## src/rtl/alu_control_md.sv

```systemverilog
// ALU control decode plus an iterative multiply/divide engine that owns the HI/LO registers.
// A request runs IDLE -> CALC (WIDTH iterations) -> FIN, and HI/LO are written on the edge leaving FIN.
module alu_control_md #(
  parameter int WIDTH   = 32,
  parameter int ALUOP_W = 4,
  parameter int CONF_W  = 5
) (
  input  logic               clk,
  input  logic               reset,
  input  logic [ALUOP_W-1:0] ALUOp,
  input  logic [5:0]         Funct,
  input  logic               start,
  input  logic [WIDTH-1:0]   a,
  input  logic [WIDTH-1:0]   b,
  output logic [CONF_W-1:0]  ALUConf,
  output logic               Sign,
  output logic               md_op,
  output logic               busy,
  output logic               done,
  output logic               div_zero,
  output logic [WIDTH-1:0]   hi,
  output logic [WIDTH-1:0]   lo
);

  localparam int CNT_W = (WIDTH > 1) ? $clog2(WIDTH) : 1;

  localparam logic [1:0] S_IDLE = 2'd0;
  localparam logic [1:0] S_CALC = 2'd1;
  localparam logic [1:0] S_FIN  = 2'd2;

  localparam logic [5:0] F_MTHI  = 6'h11;
  localparam logic [5:0] F_MTLO  = 6'h13;
  localparam logic [5:0] F_MULT  = 6'h18;
  localparam logic [5:0] F_MULTU = 6'h19;
  localparam logic [5:0] F_DIV   = 6'h1a;
  localparam logic [5:0] F_DIVU  = 6'h1b;

  logic [1:0]         r_state;
  logic [CNT_W-1:0]   r_cnt;
  logic               r_is_div;
  logic               r_neg_q;
  logic               r_neg_r;
  logic               r_dz_pend;
  logic [WIDTH-1:0]   r_x;
  logic [2*WIDTH-1:0] r_p;
  logic [WIDTH-1:0]   r_hi;
  logic [WIDTH-1:0]   r_lo;
  logic               r_done;
  logic               r_div_zero;

  logic [CONF_W-1:0]  w_conf;
  logic               w_sign;
  logic               w_rtype;
  logic               w_signed;
  logic               w_is_div;
  logic [WIDTH-1:0]   w_a_mag;
  logic [WIDTH-1:0]   w_b_mag;
  logic [WIDTH:0]     w_mul_sum;
  logic [2*WIDTH-1:0] w_mul_next;
  logic [WIDTH:0]     w_rem_sh;
  logic               w_ge;
  logic [WIDTH-1:0]   w_diff;
  logic [2*WIDTH-1:0] w_div_next;
  logic [2*WIDTH-1:0] w_prod_fix;
  logic [WIDTH-1:0]   w_quo_fix;
  logic [WIDTH-1:0]   w_rem_fix;

  always_comb begin
    w_conf = '0;
    w_sign = 1'b0;
    case (ALUOp)
      ALUOP_W'(4'h4): w_sign = 1'b1;
      ALUOP_W'(4'h5): begin w_conf = CONF_W'(9); w_sign = 1'b1; end
      ALUOP_W'(4'h1): w_conf = CONF_W'(9);
      ALUOP_W'(4'h2): w_conf = CONF_W'(2);
      ALUOP_W'(4'h6): w_conf = CONF_W'(1);
      ALUOP_W'(4'h3): begin
        case (Funct)
          6'h20:   w_sign = 1'b1;
          6'h22:   begin w_conf = CONF_W'(1); w_sign = 1'b1; end
          6'h23:   w_conf = CONF_W'(1);
          6'h24:   begin w_conf = CONF_W'(2); w_sign = 1'b1; end
          6'h25:   begin w_conf = CONF_W'(3); w_sign = 1'b1; end
          6'h26:   begin w_conf = CONF_W'(4); w_sign = 1'b1; end
          6'h27:   begin w_conf = CONF_W'(5); w_sign = 1'b1; end
          6'h00:   w_conf = CONF_W'(6);
          6'h02:   w_conf = CONF_W'(7);
          6'h03:   begin w_conf = CONF_W'(8); w_sign = 1'b1; end
          6'h2a:   begin w_conf = CONF_W'(9); w_sign = 1'b1; end
          6'h2b:   w_conf = CONF_W'(9);
          F_MULT, F_DIV: w_sign = 1'b1;
          default: ;
        endcase
      end
      default: ;
    endcase
  end

  assign ALUConf = w_conf;
  assign Sign    = w_sign;
  assign w_rtype = (ALUOp == ALUOP_W'(4'h3));
  assign md_op   = w_rtype && (Funct == F_MULT || Funct == F_MULTU ||
                               Funct == F_DIV  || Funct == F_DIVU);

  // The engine works on magnitudes only; signs are reapplied in FIN.
  assign w_signed = (Funct == F_MULT) || (Funct == F_DIV);
  assign w_is_div = (Funct == F_DIV)  || (Funct == F_DIVU);
  assign w_a_mag  = (w_signed && a[WIDTH-1]) ? -a : a;
  assign w_b_mag  = (w_signed && b[WIDTH-1]) ? -b : b;

  // Multiply: the low half of r_p starts as the multiplier and drains out as product bits enter.
  assign w_mul_sum  = {1'b0, r_p[2*WIDTH-1:WIDTH]} + (r_p[0] ? {1'b0, r_x} : '0);
  assign w_mul_next = {w_mul_sum, r_p[WIDTH-1:1]};

  // Divide: r_p = {remainder, dividend/quotient}; quotient bits shift in from the right.
  assign w_rem_sh   = {r_p[2*WIDTH-1:WIDTH], r_p[WIDTH-1]};
  assign w_ge       = (w_rem_sh >= {1'b0, r_x});
  assign w_diff     = w_rem_sh[WIDTH-1:0] - r_x;
  assign w_div_next = w_ge ? {w_diff, r_p[WIDTH-2:0], 1'b1}
                           : {w_rem_sh[WIDTH-1:0], r_p[WIDTH-2:0], 1'b0};

  assign w_prod_fix = r_neg_q ? -r_p : r_p;
  assign w_quo_fix  = r_neg_q ? -r_p[WIDTH-1:0] : r_p[WIDTH-1:0];
  assign w_rem_fix  = r_neg_r ? -r_p[2*WIDTH-1:WIDTH] : r_p[2*WIDTH-1:WIDTH];

  always_ff @(posedge clk or negedge reset) begin
    if (!reset) begin
      r_state    <= S_IDLE;
      r_cnt      <= '0;
      r_is_div   <= 1'b0;
      r_neg_q    <= 1'b0;
      r_neg_r    <= 1'b0;
      r_dz_pend  <= 1'b0;
      r_x        <= '0;
      r_p        <= '0;
      r_hi       <= '0;
      r_lo       <= '0;
      r_done     <= 1'b0;
      r_div_zero <= 1'b0;
    end else begin
      r_done     <= 1'b0;
      r_div_zero <= 1'b0;
      case (r_state)
        S_IDLE: begin
          if (start && w_rtype) begin
            case (Funct)
              F_MULT, F_MULTU, F_DIV, F_DIVU: begin
                r_is_div  <= w_is_div;
                r_neg_q   <= w_signed & (a[WIDTH-1] ^ b[WIDTH-1]);
                r_neg_r   <= w_signed & a[WIDTH-1];
                r_x       <= w_is_div ? w_b_mag : w_a_mag;
                r_p       <= {{WIDTH{1'b0}}, (w_is_div ? w_a_mag : w_b_mag)};
                r_cnt     <= '0;
                r_dz_pend <= w_is_div && (b == '0);
                r_state   <= (w_is_div && (b == '0)) ? S_FIN : S_CALC;
              end
              F_MTHI:  r_hi <= a;
              F_MTLO:  r_lo <= a;
              default: ;
            endcase
          end
        end
        S_CALC: begin
          r_p <= r_is_div ? w_div_next : w_mul_next;
          if (r_cnt == CNT_W'(WIDTH - 1)) begin
            r_state <= S_FIN;
          end else begin
            r_cnt <= r_cnt + 1'b1;
          end
        end
        S_FIN: begin
          r_done     <= 1'b1;
          r_div_zero <= r_dz_pend;
          if (!r_dz_pend) begin
            if (r_is_div) begin
              r_hi <= w_rem_fix;
              r_lo <= w_quo_fix;
            end else begin
              r_hi <= w_prod_fix[2*WIDTH-1:WIDTH];
              r_lo <= w_prod_fix[WIDTH-1:0];
            end
          end
          r_state <= S_IDLE;
        end
        default: r_state <= S_IDLE;
      endcase
    end
  end

  assign busy     = (r_state == S_CALC);
  assign done     = r_done;
  assign div_zero = r_div_zero;
  assign hi       = r_hi;
  assign lo       = r_lo;

endmodule
```

## config.mk

```make
export PLATFORM = sky130hd
export DESIGN_NAME = alu_control_md
export DESIGN_NICKNAME = d
export VERILOG_FILES = /design/src/rtl/alu_control_md.sv
export SDC_FILE = /design/constraint.sdc
export NUM_CORES = 1
export LEC_CHECK = 0
export CAP_MARGIN = 20
export CORE_UTILIZATION = 54
export CTS_CLUSTER_SIZE = 30
export DETAILED_ROUTE_END_ITERATION = 10
export PLACE_DENSITY = 0.79
export SLEW_MARGIN = 20
export SYNTH_ARGS = -nofsm -noshare
export SYNTH_HDL_FRONTEND = slang
export SYNTH_SLANG_ARGS = --single-unit
```

## constraint.sdc

```tcl
create_clock -name clk -period 3.41 [get_ports clk]
set_input_delay 0.5115 -clock clk [delete_from_list [all_inputs] [get_ports clk]]
set_output_delay 0.5115 -clock clk [all_outputs]
set_load 0.02 [all_outputs]
```

### After elaboration in Yosys (flattened, before gate mapping)

Cells that the tools add are included.

| word-level totals | value |
|---|---|
| flip-flop bits (word level) | 173 |
| bits of input ports | 77 |
| output and inout bits | 74 |
| word-level logic and storage cells | 122 |

| operators by class | value |
|---|---|
| add/subtract/negate cells | 8 |
| $lt $le $gt $ge | 1 |
| eq/ne operators | 33 |
| multiplexer cells | 38 |
| bitwise logic cells | 3 |
| reduce and logical (&&, ||, !) cells | 27 |

Operators with widths:

| cell | count |
|---|---|
| $mux 32 | 15 |
| $mux 64 | 5 |
| $neg 32->32 | 4 |
| $pmux 32 s2 | 2 |
| $pmux 64 s2 | 1 |
| $neg 64->64 | 1 |
| $eq 6x6->1 const B | 9 |
| $eq 6x5->1 const B | 6 |
| $pmux 4 s9 | 1 |
| $add 32x32->33 | 1 |
| $ge 33x32->1 | 1 |
| $logic_not 32->1 | 1 |
| $sub 32x32->32 | 1 |
| $pmux 4 s4 | 1 |
| $mux 5 | 3 |
| $eq 4x3->1 const B | 3 |
| $eq 6x2->1 const B | 2 |
| $reduce_and 4->1 | 3 |
| $pmux 5 s2 | 1 |
| $reduce_or 10->1 | 1 |
| $reduce_and 3->1 | 3 |
| $eq 4x2->1 const B | 2 |
| $mux 2 | 4 |
| $ne 2x1->1 const B | 4 |
| other kinds (18) | 35 |

### Logic depth before layout (Yosys ltp)

Gate-level depths: netlist of the first run.

| depth | value |
|---|---|
| word-level depth | 8 |
| gate-level depth with buffers | 15 |
| depth with buffers taken out | 13 |

### Least setup slack after synthesis of the first run

No wires, ideal clock.

| timing | value |
|---|---|
| path type | reg2reg |
| from | register r_p[0] |
| to | register r_p[58] |
| setup time | 0.126 ns |
| arrival time | 3.145 ns |
| required time | 3.284 ns |
| path slack | 0.139 ns |
| cell stages (with the launch flop) | 15 |
| path buffers | 2 |
| clock period less this slack | 3.271 ns |
| path through | dfrtp_1 -> clkbuf_1 -> inv_1 -> clkbuf_1 -> nor2_1 -> ha_1 -> a21o_1 -> a21o_1 -> a211o_1 -> o21ai_0 -> a31oi_2 -> or2_1 -> nor4_1 -> a211oi_1 -> a221o_1 |

| between the ends | value |
|---|---|
| word-level cells in the longest chain between the ends | 4 |

RTL lines:

| element | line | text |
|---|---|---|
| from (decl) | 45 | `logic [2*WIDTH-1:0] r_p;` |
| from (signal assigned) | 152 | `r_p <= {{WIDTH{1'b0}}, (w_is_div ? w_a_mag : w_b_mag)};` |
| from (signal assigned) | 164 | `r_p <= r_is_div ? w_div_next : w_mul_next;` |
| $mux 32 | 112 | `assign w_mul_sum = {1'b0, r_p[2*WIDTH-1:WIDTH]} + (r_p[0] ? {1'b0, r_x} : '0);` |
| $add 32x32->33 | 112 |  |
| $mux 64 | 164 |  |
| $pmux 64 s2 | 143 | `case (r_state)` |

Every way passes these cells.
A chain may end at the register's enable or synchronous reset.

### Worst setup path after layout of the first run

| timing | value |
|---|---|
| from | register r_p[0] |
| to | register r_p[62] |

The elaborated chain is that of the path after synthesis.

==> flow_summary_export.csv, run 1 <==
group,metric,value,unit
outcome,status,"finished clean",
cts,cts.clk_slew.worst_paths,0.08,ns
cts,postCtsSetupBuffers,0,
pwr,power_frac_comb,59.5,%
timing,fin_crit_sh,94.81,%
worst_setup_path,critPathMaxFanout,15,
route,ant_nets,0,
placement,post_dp_cell_area,0.01873,mm^2
floorplanning,num_rows,62,
final_layout,final_cell_mix,"230 x nor2_1, 212 x nand2_1, 187 x o21ai_0, 176 x buf_4, 172 x dfrtp_1",
pwr,power_density,710.0,mW/mm^2
route,dr_total_vias,17550,
hold_path,min_path_type,"input port to asynchronous set/reset pin",
route,wire_per_inst,23.78,um
final_layout,register_area,0.004330,mm^2
floorplanning,initial_core_util,54.93,%
worst_setup_path,critPathMaxStageDelay,0.39,ns
worst_setup_path,cp.depth,13,
worst_setup_path,critPathArrivalTime,3.63,ns
placement,routabilityCongestion,1.022,
global_routing,overflow,0,
worst_setup_path,cp.required,3.80,ns
final_layout,layout_commonest_cell,"nor2_1",
cts,clock-root-buffer,"clkbuf_16",
global_routing,antenna_found_initial,1,
global_routing,grt_max_degree,70,
pwr,switching_share,46.98,%
timing,slew_headroom,38.56,%
timing,clock_skew,0.01754,ns
worst_setup_path,reg2reg_depth,13,
yosys,synthCells,2067,
final_layout,stdcell_area,0.01936,mm^2
floorplanning,io_pins,151,
timing,grt_setup_unrepaired,"false",
final_layout,syn_to_final_growth,22.79,%
timing,final-setup-viol-count,0,
worst_setup_path,crit_top_cell,"buf_4",
floorplanning,dieArea,0.02988,mm^2
final_layout,diodes,0,
pwr,design_power_total,0.01375,W
pwr,p_sw,0.006457,W
global_routing,track_usage,42.00,%
final_layout,fillCellCount,2432,
final_layout,finalNetCount,2430,
worst_setup_path,crit_family,"compound AO/OA/AOI/OAI gates",
yosys,synth_flop_cell,"dfrtp_1",
pwr,power.leakage,8.413,nW
route,drc,0,
global_routing,grt_pass1_wl,96.06,mm
worst_setup_path,slowest_stage,"dfrtp_1",
pwr,pwr-share-seq,25.7,%
floorplanning,core,0.02870,mm^2
final_layout,drive_gt1_share,11.38,%
yosys,synth_cell_types,85,
cts,cts_buffers,17,
worst_setup_path,endpoint_kind,"register",
route,first_pass_iters,8,
cts,cts_resized,0,
timing,fin_tns_setup,0,ns
timing,hold_viol,0,
placement,port_buffers,149,
yosys,syn-num-nets,2216,
cts,cts.sinks,173,
timing,drv_slew,0,
timing,tightestPinTransition,0.9196,ns
timing,period_needed,3.233,ns
worst_setup_path,start_kind,"register",
worst_setup_path,crit_chain,"inv_1, buf_12, buf_4, nor2_1, ha_1, a21oi_1, o21ai_0, a22oi_2, a31oi_4, or2_1, buf_4, a221oi_1, o21a_1",
cts,cts.path.max_buffers,2,
cts,cts_tree,"built",
cts,insertion_delay,0.46,ns
timing,fmax,309.3,MHz
worst_setup_path,path_class,"register to register",
yosys,yosys_warnings,0,
yosys,ys_seq_elements,173,
route,drt_iter0_drc,2178,
yosys,ys_seq_area_share,27.46,%
pwr,cell_internal_pwr,0.007288,W
cts,h-tree-depth,4,
route,viasPerCell,6.554,
placement,hpwl,50.01,mm
yosys,netlist_area,0.01577,mm^2
cts,holdBufCountCts,0,
yosys,synth_edf_count,0,
floorplanning,fp.dieW,172.9,um
job,timing.max_cap.violations,0,
route,drt-total-wl,63.70,mm
yosys,syn_avg_cell_area,7.627,um^2
worst_setup_path,path_buf_inv,4,
global_routing,grt_pass1_vias,16150,
yosys,async_flop_share,100.0,%
floorplanning,die_h,172.9,um
pwr,irDropWorstVdd,398.2,uV
pwr,pwr-share-clk,14.8,%
final_layout,multi_input_area,0.01068,mm^2
Yosys cell counts (17+ instances only):
cell type	count	area share, %
a211oi_1	58	2.8
a21o_1	38	1.8
a21oi_1	162	5.1
a31oi_1	35	1.4
and3_1	17	0.67
clkbuf_1	119	2.8
dfrtp_1	173	27
ha_1	70	5.6
inv_1	71	1.7
mux2i_1	62	3.9
nand2_1	214	5.1
nand3_1	42	1.3
nor2_1	231	5.5
nor3_1	37	1.2
nor4_1	28	1.1
o211ai_1	34	1.6
o21ai_0	189	6.0
o31ai_1	30	1.4
or3_1	17	0.67
xnor2_1	87	4.8
xor2_1	79	4.4
state kept, by name, summed over array words and instances, names as in the netlist, 2 cells and up:
signal and flops:
r_cnt 5, r_state 2, lo 32, r_p 64, hi 32, r_x 32
worst register-to-register path: cells and delay by family, from the launching register on:
kind            cells  cell delay, ns
compound gates      6            1.38
flops               1            0.39
simple gates        2            0.35
buf+inv             4            0.69
fa+ha+maj           1            0.37
per-stage QoR:
step	util, %	instances	hold WS (ns)	setup slack (ns)
2_1_floorplan	-	2067	0.2159	0.1387
3_3_place_gp	65.27	2646	0.4614	0.1368
3_5_place_dp	65.27	2646	0.4681	0.08632
4_1_cts	67.34	2678	0.09565	0.1387
5_1_grt	67.45	2678	0.1089	0.005936
6_report	67.45	2678	0.06678	0.1771
cell type report:
cell class                      count  area share [%]
Multi-Input combinational cell   1682           55.19
Sequential cell                   173           22.37
Timing Repair Buffer              334           15.47
Inverter                           73           1.415
Tap cell                          384           2.482
Clock buffer                       17           2.198
Clock inverter                     15          0.8790
metal layers:
metal  up-vias  track usage, %  wire length, um
met2      1169           62.26            27100
met1      8234           56.75            25530
met4         0           23.08             3815
met3       212           9.433             7256
li1       7936               -                -
met5         -               0                0
worst paths after layout:
path | from | endpoint | slack (ns)
min in group clk | lo[3] | lo[3] | 0.48
worst min-delay path | reset | done | 0.07
worst max register to register | r_p[0] | r_p[62] | 0.18
worst max-delay path | r_p[0] | r_p[62] | 0.18
worst min register to register | lo[3] | lo[3] | 0.48
max in group asynchronous | reset | r_p[54] | 2.39
power groups by stage:
| stage | clock network (W) | logic [W] | registers (W) |
|---|---|---|---|
| floorplan | 0 | 0.00431 | 0.00382 |
| finish | 0.00203 | 0.00817 | 0.00354 |
| global route | 0.00212 | 0.00874 | 0.00361 |
| CTS | 0.00203 | 0.00797 | 0.00350 |
| global placement | 0 | 0.00781 | 0.00349 |
| detailed placement | 0 | 0.00793 | 0.00354 |
kinds of logic (layout without fill, tap and decap cells):
logic type                 after synthesis  in the layout  share of synthesized area [%]
AOI/OAI and AO/OA                      692            692                          27.89
xor gates and xnor gates               166            166                          9.222
adders and majority gates               72             72                          5.810
buffers and inverters                  212            439                          5.214
DFF                                    173            173                          27.46
muxes                                   64             64                          4.079
other                                    1              1                        0.02379
and+or+nand+nor                        687            687                          20.30
Note: power is estimated with default switching activity, not from simulation.
==> run 2: changes to the inputs <==
Settings changed: ABC_AREA set to 1, CORE_ASPECT_RATIO set to 0.5, CORE_UTILIZATION 54 to 55.
==> flow_summary_export.csv, run 2 <==
group,metric,value,unit
outcome,status,"finished clean",
timing,fin_hold_ws,0.001127,ns
route,dr_total_vias,23400,
hold_path,min_path_type,"input port to asynchronous set/reset pin",
cts,cts.path.max_buffers,2,
timing,hold_viol,0,
final_layout,utilization,64.69,%
cts,cts.sinks,173,
worst_setup_path,path_class,"register to register",
yosys,synth_fa_ha_area_share,4.884,%
floorplanning,initial_core_util,56.34,%
yosys,yosys_warnings,0,
timing,grt_setup_unrepaired,"false",
worst_setup_path,critPathArrivalTime,3.51,ns
final_layout,syn_to_final_growth,14.82,%
yosys,syn_avg_cell_area,5.775,um^2
cts,cts_resized,0,
timing,drv_slew,0,
global_routing,grt_max_degree,85,
yosys,synthTopCellsByArea,"dfrtp_1 23%, nand2_1 19%, nand3_1 9.6%",
final_layout,finalNetCount,3529,
yosys,synth_top_cell_by_area,"dfrtp_1",
route,viasPerCell,6.101,
final_layout,layout_commonest_cell,"nand2_1",
worst_setup_path,critPathMaxFanout,19,
floorplanning,dieArea,0.03488,mm^2
final_layout,multi_input_area,0.01219,mm^2
timing,tightestPinTransition,0.9918,ns
global_routing,overflow,0,
yosys,yosysMostFrequentCell,"nand2_1",
yosys,async_flop_share,100.0,%
route,drt_iter0_drc,3728,
final_layout,largest_register_ffs,64,
timing,period_needed,3.183,ns
worst_setup_path,reg2reg_slack,0.23,ns
yosys,synth_commonest_cells,"965 x nand2_1, 447 x inv_1, 418 x nor2_1",
route,drc,0,
worst_setup_path,r2r_end,"r_p[45]",
yosys,synth_edf_count,0,
route,first_pass_iters,7,
yosys,synthMuxAreaShare,0,%
timing,fin_tns_setup,0,ns
worst_setup_path,endpoint_kind,"register",
yosys,synth-xor-area-share,2.228,%
yosys,synth_cell_types,57,
pwr,irDropWorstVdd,625.9,uV
final_layout,final_cell_mix,"965 x nand2_1, 447 x inv_1, 416 x nor2_1, 361 x nand3_1, 171 x dfrtp_1",
floorplanning,fp.dieW,263.1,um
job,timing.max_cap.violations,0,
final_layout,register_area,0.004332,mm^2
yosys,syn-num-nets,3396,
floorplanning,num_rows,47,
yosys,synth-simple-area-share,43.32,%
global_routing,track_usage,47.20,%
worst_setup_path,worstReg2RegStart,"r_p[43]",
timing,slew_headroom,33.88,%
placement,placedCellCount,3802,
yosys,synth_compound_area_share,14.48,%
cts,h-tree-depth,4,
cts,cts_buffers,17,
timing,fin_crit_sh,93.34,%
yosys,ys_seq_elements,173,
yosys,synth_top_family_by_area,"simple AND/OR/NAND/NOR gates",
cts,postCtsSetupBuffers,0,
cts,insertion_delay,0.47,ns
placement,port_buffers,149,
timing,fmax,314.2,MHz
pwr,power_density,821.3,mW/mm^2
cts,cts_tree,"built",
yosys,ys_seq_area_share,23.09,%
pwr,power.leakage,11.00,nW
yosys,synthCells,3247,
timing,clock_skew,0.02589,ns
timing,final-setup-viol-count,0,
global_routing,antenna_found_initial,7,
final_layout,fillCellCount,3227,
worst_setup_path,start_kind,"register",
placement,routabilityCongestion,1.162,
floorplanning,io_pins,151,
final_layout,fin_cells,3835,
floorplanning,core,0.03328,mm^2
yosys,netlist_area,0.01875,mm^2
placement,hpwl,67.04,mm
global_routing,grt_pass1_vias,21210,
route,wire_per_inst,21.76,um
yosys,synth_flop_cell,"dfrtp_1",
final_layout,drive_gt1_share,5.747,%
global_routing,grt_pass1_wl,124.4,mm
route,ant_nets,0,
worst_setup_path,cp.required,3.74,ns
floorplanning,die_h,132.6,um
cts,holdBufCountCts,0,
worst_setup_path,reg2reg_depth,14,
cts,clock-root-buffer,"clkbuf_16",
route,drt-total-wl,83.46,mm
cts,cts.clk_slew.worst_paths,0.09,ns
yosys,yosysTopAreaCellShare,23.09,%
final_layout,largest-register,"r_p",
## run 2: routing by layer
| layer | GRT usage, % | part of all wire, % |
|---|---|---|
| met1 | 61.91 | 39 |
| met2 | 66.99 | 39 |
| met3 | 21.31 | 17 |
| met4 | 19.36 | 4.7 |
| met5 | 0 | 0.095 |
## run 2: where the power goes
part / internal [W] / switching [W]
clock: 0.00107 / 0.00107
combinational: 0.00382 / 0.00779
sequential: 0.00287 / 0.00107
total: 0.00776 / 0.00993
## run 2: how the worst max path moves through the flow
stage	from	end	slack [ns]	cells after the start
floorplan	r_p[0]	r_p[47]	0.82	17
global placement	Funct[0]	ALUConf[3]	0.37	8
finish	r_p[43]	r_p[45]	0.23	14
detailed placement	a[0]	r_p[10]	0.35	13
CTS	Funct[1]	Sign	0.40	6
global route	r_x[7]	r_p[35]	0.07	17
## run 2: cells by family after synthesis
group	count (synthesis)
fa+ha+maj	72
buf+inv	567
compound gates	474
flops	173
other cells	1
simple gates	1914
xor+xnor	46
## run 2: critical path, stage by stage, from the launching register on
cell and delay [ns]:
dfrtp_1 0.65, ha_1 0.38, nand2_1 0.13, inv_1 0.05, a21oi_1 0.28, o21bai_2 0.12, inv_2 0.07, nand2_2 0.06
nand2_2 0.25, nand2_4 0.24, nor2_1 0.18, buf_4 0.27, inv_1 0.13, nor2_1 0.12, o21ai_0 0.12
## run 2: final cells by class
cell class                 count  share of cell area, %
multi-input combinational   2507                  56.62
sequential                   173                  20.12
timing repair buffer         220                  9.698
inverter                     461                  8.036
tap                          441                  2.563
clock buffer                  17                  1.976
clock inverter                15                 0.9762
antenna                        1                0.01162
## run 2: metrics by stage
step	worst slack, ns	area (um^2)	total power [W]
finish	0.2271	21530	0.01768
global route	0.06889	21530	0.01870
CTS	0.3972	21530	0.01710
detailed placement	0.3484	20890	0.01491
global placement	0.3668	20890	0.01474
floorplan	0.8182	18750	0.01087
